`src/rtl/hdmi_packet_assembler.sv`:
```
// HDMI data-island packet assembler: serialises a 24-bit header and four 56-bit
// subpackets into 9-bit TERC4 pixels and inserts BCH parity as the bits go out.
module hdmi_packet_assembler (
    input  logic        clk_pixel,
    input  logic        reset,
    input  logic        data_island_period,
    input  logic [23:0] header,
    input  logic [55:0] sub [3:0],
    output logic [8:0]  packet_data,
    output logic [4:0]  counter,
    output logic        packet_end
);

    // One LSB-first step of the BCH LFSR with generator 0x83.
    function automatic logic [7:0] bch_step(input logic [7:0] ecc, input logic bit_in);
        bch_step = (ecc >> 1) ^ (((ecc[0] ^ bit_in) == 1'b1) ? 8'h83 : 8'h00);
    endfunction

    logic [4:0] counter_r;
    logic [7:0] ecc_h_r;
    logic [7:0] ecc_s_r      [3:0];
    logic [7:0] ecc_h_next_s;
    logic [7:0] ecc_s_next_s [3:0];
    logic       hdr_bit_s;
    logic [3:0] b0_s;
    logic [3:0] b1_s;

    // Select data or parity bits for the current index and advance the LFSRs.
    always_comb begin
        hdr_bit_s    = 1'b0;
        b0_s         = 4'b0000;
        b1_s         = 4'b0000;
        ecc_h_next_s = ecc_h_r;
        for (int i = 0; i < 4; i++) begin
            ecc_s_next_s[i] = ecc_s_r[i];
        end

        if (counter_r < 5'd24) begin
            hdr_bit_s    = header[counter_r];
            ecc_h_next_s = bch_step(ecc_h_r, header[counter_r]);
        end else begin
            // Indices 24..31 map onto parity bits 0..7 via the low three bits.
            hdr_bit_s    = ecc_h_r[counter_r[2:0]];
            ecc_h_next_s = ecc_h_r;
        end

        for (int i = 0; i < 4; i++) begin
            if (counter_r < 5'd28) begin
                b0_s[i]         = sub[i][{counter_r, 1'b0}];
                b1_s[i]         = sub[i][{counter_r, 1'b1}];
                ecc_s_next_s[i] = bch_step(bch_step(ecc_s_r[i], sub[i][{counter_r, 1'b0}]),
                                           sub[i][{counter_r, 1'b1}]);
            end else begin
                b0_s[i]         = ecc_s_r[i][{counter_r[1:0], 1'b0}];
                b1_s[i]         = ecc_s_r[i][{counter_r[1:0], 1'b1}];
                ecc_s_next_s[i] = ecc_s_r[i];
            end
        end
    end

    // Packet position and parity state; island low or packet wrap starts clean.
    always_ff @(posedge clk_pixel) begin
        if (reset || !data_island_period || (counter_r == 5'd31)) begin
            counter_r <= 5'd0;
            ecc_h_r   <= 8'h00;
            for (int i = 0; i < 4; i++) begin
                ecc_s_r[i] <= 8'h00;
            end
        end else begin
            counter_r <= counter_r + 5'd1;
            ecc_h_r   <= ecc_h_next_s;
            for (int i = 0; i < 4; i++) begin
                ecc_s_r[i] <= ecc_s_next_s[i];
            end
        end
    end

    assign packet_data = {b1_s, b0_s, hdr_bit_s};
    assign counter     = counter_r;
    assign packet_end  = data_island_period && (counter_r == 5'd31);

endmodule

```
`config.mk`:
```
export PLATFORM = sky130hd
export DESIGN_NAME = hdmi_packet_assembler
export DESIGN_NICKNAME = d
export VERILOG_FILES = /design/src/rtl/hdmi_packet_assembler.sv
export SDC_FILE = /design/constraint.sdc
export NUM_CORES = 1
export LEC_CHECK = 0
export ABC_AREA = 1
export CAP_MARGIN = 15
export CELL_PAD_IN_SITES_DETAIL_PLACEMENT = 0
export CELL_PAD_IN_SITES_GLOBAL_PLACEMENT = 1
export CORE_MARGIN = 10
export CORE_UTILIZATION = 26
export CTS_CLUSTER_SIZE = 10
export DETAILED_ROUTE_END_ITERATION = 8
export GPL_TIMING_DRIVEN = 1
export MAX_ROUTING_LAYER = met4
export PLACE_DENSITY = 0.85
export SETUP_SLACK_MARGIN = 0.5
export SLEW_MARGIN = 20
export SYNTH_ARGS = -nofsm -noshare
export SYNTH_HDL_FRONTEND = slang
export SYNTH_SLANG_ARGS = --single-unit
```
`constraint.sdc`:
```
create_clock -name clk_pixel -period 3 [get_ports clk_pixel]
set_input_delay 0.75 -clock clk_pixel [delete_from_list [all_inputs] [get_ports clk_pixel]]
set_output_delay 0.75 -clock clk_pixel [all_outputs]
set_load 0.02 [all_outputs]
```
======== Word-level counts from Yosys, hierarchy flattened ========
Memories as Yosys holds them, arrays and structs flattened.
Cells that the tools add are included.
storage, ports and cells
  memories kept ........................... 1
  bits in writable memories ............... 32
  input port bits ......................... 251
  logic and storage cells ................. 104
  bits in registers ....................... 13
  output and inout port bits .............. 15
memories
  name     depth  width  rd ports  clocked after Yosys merged registers in  wr ports  RTL line  source
  ecc_s_r  4      8      4         0                                        4         21        logic [7:0] ecc_s_r [3:0];
cells by class
  bitwise logic cells ..................... 22
  order comparisons ....................... 8
  $add $sub $neg .......................... 1
  reductions and logical operators ........ 4
  equal/unequal tests ..................... 1
  muxes and demuxes ....................... 65
operators with widths
  operator                                                                       number
  8-bit two-way mux                                                              17
  7-bit by 8-bit XOR with 8-bit output                                           9
  1-bit binary-select mux with 5-bit select                                      9
  1-bit two-way mux                                                              30
  1-bit binary-select mux with 2-bit select                                      8
  6-bit by 7-bit less-than comparator with 1-bit output (second input constant)  2
  3-bit by 4-bit less-than comparator with 1-bit output (second input constant)  3
  5-bit less-than comparator (second input constant)                             2
  1-bit XOR                                                                      9
  5-bit by 6-bit less-than comparator with 1-bit output (second input constant)  1
  5-bit by 1-bit adder with 5-bit output (second input constant)                 1
  5-bit == test (second input constant)                                          1
  1-bit OR                                                                       4
  1-bit binary-select mux with 3-bit select                                      1
  1-bit logical OR                                                               2
  1-bit logical AND                                                              1
  1-bit logical NOT                                                              1

======== Longest topological paths before layout ========
  word-level depth ........................ 10
  depth in mapped cells ................... 19
  gate-level depth less buffers ........... 17

======== Worst setup path before layout ========
No wires, ideal clock.
  kind .................................... reg-to-output
  start ................................... reg counter_r[2] (netlist: counter[2])
  end ..................................... out packet_data[1]
  stages on the path, launching flop included .. 8
  slack ................................... 228 ps
  arrival ................................. 2022 ps
  data required time ...................... 2250 ps
  path buffers ............................ 3
  cell sequence ........................... dfxtp_1 buf_2 inv_2 buf_2 nor2_1 buf_2 o311ai_0 o21ai_0
on the way
  cells in the longest elaborated chain, start to end .. 3
  elaborated cells on any way between the ends .. 4
  classes of those cells .................. order compare (1); mux (3)
RTL lines
  item                                       RTL line  source
  start: declaration                         19        logic [4:0] counter_r;
  start signal: assignment                   70        counter_r <= counter_r + 5'd1;
  1-bit binary-select mux with 5-bit select  49        b0_s[i] = sub[i][{counter_r, 1'b0}];
  1-bit two-way mux (not written as such)    49
  1-bit two-way mux (*)                      48        if (counter_r < 5'd28) begin
  end: declaration                           9         output logic [8:0] packet_data,
Mark *: on every way between the ends. The rest lies on a longest branch, timed or not. The select of a mux whose other input is x is not followed.

======== Worst setup path in the final report ========
Same ends and word-level chain as after synthesis.

==> impl_metrics.json <==
{
  "worstSetupPathType": "reg -> out",
  "report.final.slew_viol_count": 0,
  "average_via_count_per_standard_cell": 4.73,
  "kind_of_end_point_of_the_critical_path": "primary output",
  "max-slew-margin-rel_pct": 57.6,
  "final_min_period_over_clock_period_pct": 95.7,
  "ant_nets": 0,
  "row_count": 51,
  "crit_path_max_fanout": 28,
  "wire_per_inst_um": 17.3,
  "regToRegStartpoint": "counter[0]",
  "post_route_cells_drive_above_1_share_pct": 19.1,
  "final_critical_path_setup_slack_ns": 0.128,
  "route.detailed.drc": 0,
  "cts.clk_slew.worst_paths_ns": 0.06,
  "synthesis.nets": 1263,
  "min_from": "ecc_s_r[0][4]",
  "detailed_place_hpwl_um": 21000,
  "fin_area_mm2": 0.00944,
  "fmax_mhz": 348,
  "hold_path.class": "reg -> reg",
  "final_period_minus_worst_setup_slack_ns": 2.87,
  "worst_skew_pair.late_latency_ns": 0.29,
  "synthesis.area_per_instance_um2": 5.19,
  "grt_start_max_net_pins": 45,
  "cts_tree": "done",
  "synth-seq-cells": 45,
  "synth.lib_cells_used.distinct": 32,
  "cp_data_arrival_time_ns": 2.12,
  "grt_remaining_overflow": 0,
  "drt_first_iter_violations": 536,
  "rsz0062_at_grt": "yes",
  "die-area_mm2": 0.0262,
  "run_status": "completed",
  "post_synth_inst_count": 1010,
  "cts_inserted_buffers": 5,
  "clock_skew_ns": 0.00402,
  "pin_count": 266,
  "area_delta_synth_final_pct": 80.0,
  "crit_start": "counter[2]",
  "cts-root-buf": "sky130_fd_sc_hd__clkbuf_16",
  "post_dp_cell_area_mm2": 0.00837,
  "clock_path_buffers": 2,
  "p_leak_uw": 0.00471,
  "hold_viol": 0,
  "critPathLaunchType": "register",
  "grt_antenna_before_repair": 2,
  "synthesis.area_mm2": 0.00524,
  "drv_cap": 0,
  "synth-warning-count": 0,
  "design.final.nets": 1582,
  "die-width_um": 162,
  "gp_congestion": 0.854,
  "power-per-cell-area_mw_per_mm2": 254,
  "finalWirelength_um": 27600,
  "groute.usage.overall_pct": 20.2,
  "synth.yosys.seq_area_share_pct": 17.2,
  "synth-main-ff-cell": "sky130_fd_sc_hd__dfxtp_1",
  "design.core.area_mm2": 0.0197,
  "clock_sink_count": 45,
  "post_place_worst_slack_ns": -0.577,
  "buffer_ports.inserted": 265,
  "synth-edff-count": 0,
  "grt_first_pass_wirelength_um": 41500,
  "dieHeight_um": 162,
  "async_flop_share_pct": 0,
  "crit_required_ns": 2.25,
  "floorplan.initialDensity_pct": 26.7,
  "setup_viol_count_final": 0,
  "htree_num_levels": 2,
  "max-vdd-ir-drop_mv": 0.223,
  "first_global_vias": 7053,
  "vias": 7558,
  "tightestPinTransition_ns": 0.628,
  "detailedRoute.firstPassIterationCount": 5
}
cells by family after synthesis:
group / share of synthesized area [%]
AND/OR/NAND/NOR: 43.1
buffers and inverters: 18.2
AO/OA/AOI/OAI: 20.9
flip-flops: 17.2
adder cells (fa/ha/maj): 0.477
XOR/XNOR: 0.167
registers in the layout, indices dropped and copies added (netlist names):
| name | count |
|---|---|
| counter | 5 |
| ecc_s_r | 32 |
| ecc_h_r | 8 |
routing by layer:
layer  GRT usage (%)  up-vias  routed length [um]
met1            25.6     3448               12300
li1                -     3865                   -
met4            3.47        0                 398
met2            33.4      219               13300
met5               -        -                   0
met3            3.49       26                1590
what timing repair did:
| item | in CTS | in global routing |
|---|---|---|
| pin swaps | 219 | 39 |
| gates cloned | 5 | 2 |
| hold buffers | 0 | 0 |
| setup buffers | 42 | 5 |
| gates resized for setup | 309 | 44 |
| endpoints found under the setup margin | 10 | 28 |
| endpoints found under the hold margin | 0 | 0 |
per-stage QoR:
| stage | instances | hold WS, ns | setup TNS [ns] | power, uW | util [%] |
|---|---|---|---|---|---|
| after floorplan | 1010 | 0.431 | 0 | 1110 | - |
| after global placement | 1533 | 0.443 | -1.95 | 1600 | 42.6 |
| after detailed placement | 1533 | 0.444 | -1.93 | 1600 | 42.6 |
| after CTS | 1588 | 0.453 | 0 | 2370 | 47.0 |
| after global routing | 1597 | 0.485 | 0 | 2540 | 48.0 |
| final | 1597 | 0.453 | 0 | 2400 | 48.0 |
path summary, 6_finish.rpt:
| check | to | slack, ns | cells past startpoint |
|---|---|---|---|
| hold / removal | ecc_s_r[0][4] | 0.45 | 2 |
| hold reg to reg | ecc_s_r[0][4] | 0.45 | 2 |
| setup / recovery | packet_data[1] | 0.13 | 8 |
| setup reg to reg | ecc_s_r[3][7] | 0.26 | 21 |
critical path, cell delays in order (launching register included):
cell and delay [ns]:
sky130_fd_sc_hd__dfxtp_2 0.39, sky130_fd_sc_hd__buf_8 0.19, sky130_fd_sc_hd__inv_2 0.09, sky130_fd_sc_hd__buf_4 0.20, sky130_fd_sc_hd__nor2_4 0.14, sky130_fd_sc_hd__buf_12 0.19
sky130_fd_sc_hd__o311ai_0 0.24, sky130_fd_sc_hd__o21ai_4 0.24, sky130_fd_sc_hd__buf_6 0.15
cell usage after synthesis (3+ instances only):
cell type / number / area share, %
sky130_fd_sc_hd__a21oi_1: 52 / 5.0
sky130_fd_sc_hd__a31oi_1: 5 / 0.60
sky130_fd_sc_hd__buf_2: 25 / 2.4
sky130_fd_sc_hd__buf_4: 7 / 1.0
sky130_fd_sc_hd__buf_6: 14 / 3.0
sky130_fd_sc_hd__clkbuf_1: 18 / 1.3
sky130_fd_sc_hd__dfxtp_1: 45 / 17
sky130_fd_sc_hd__inv_1: 126 / 9.0
sky130_fd_sc_hd__inv_2: 10 / 0.72
sky130_fd_sc_hd__nand2_1: 309 / 22
sky130_fd_sc_hd__nand3_1: 119 / 11
sky130_fd_sc_hd__nand4_1: 3 / 0.36
sky130_fd_sc_hd__nor2_1: 120 / 8.6
sky130_fd_sc_hd__o211ai_1: 18 / 2.6
sky130_fd_sc_hd__o21ai_0: 75 / 7.2
sky130_fd_sc_hd__o21ai_1: 36 / 3.4
sky130_fd_sc_hd__o22ai_1: 8 / 0.95
area by class of cell:
| type | count | area (um^2) |
|---|---|---|
| clock buffer | 6 | 150 |
| sequential | 45 | 910 |
| timing repair inverter | 1 | 7.51 |
| timing repair buffer | 378 | 3690 |
| clock inverter | 2 | 35.0 |
| tap | 265 | 332 |
| multi-input combinational | 760 | 3770 |
| inverter | 138 | 537 |
| antenna | 2 | 5.00 |
| fill | 2126 | 10200 |
cells in the final DEF, fill, tap and decap left out, drive strengths merged:
| cell type | instances |
|---|---|
| nand2 | 311 |
| dlygate4sd2 | 153 |
| inv | 136 |
| nand3 | 120 |
| nor2 | 120 |
| buf | 120 |
| o21ai | 111 |
| clkdlybuf4s50 | 94 |
| a21oi | 52 |
| dfxtp | 45 |
| o211ai | 19 |
| dlymetal6s2s | 8 |
| o22ai | 8 |
| clkbuf | 7 |
| a31oi | 5 |
| nand4 | 3 |
| diode | 2 |
| o311ai | 2 |
| o221ai | 2 |
| clkinvlp | 2 |
| bufbuf | 2 |
| clkinv | 2 |
| ha | 2 |
| a211oi | 1 |
| a31o | 1 |
| nor3 | 1 |
| xor2 | 1 |
| nor3b | 1 |
| bufinv | 1 |
power by group:
part | internal (uW) | switching (uW)
combinational | 576 | 506
sequential | 622 | 21.5
clock | 442 | 230
No activity file was read; power rests on OpenSTA's default activity.
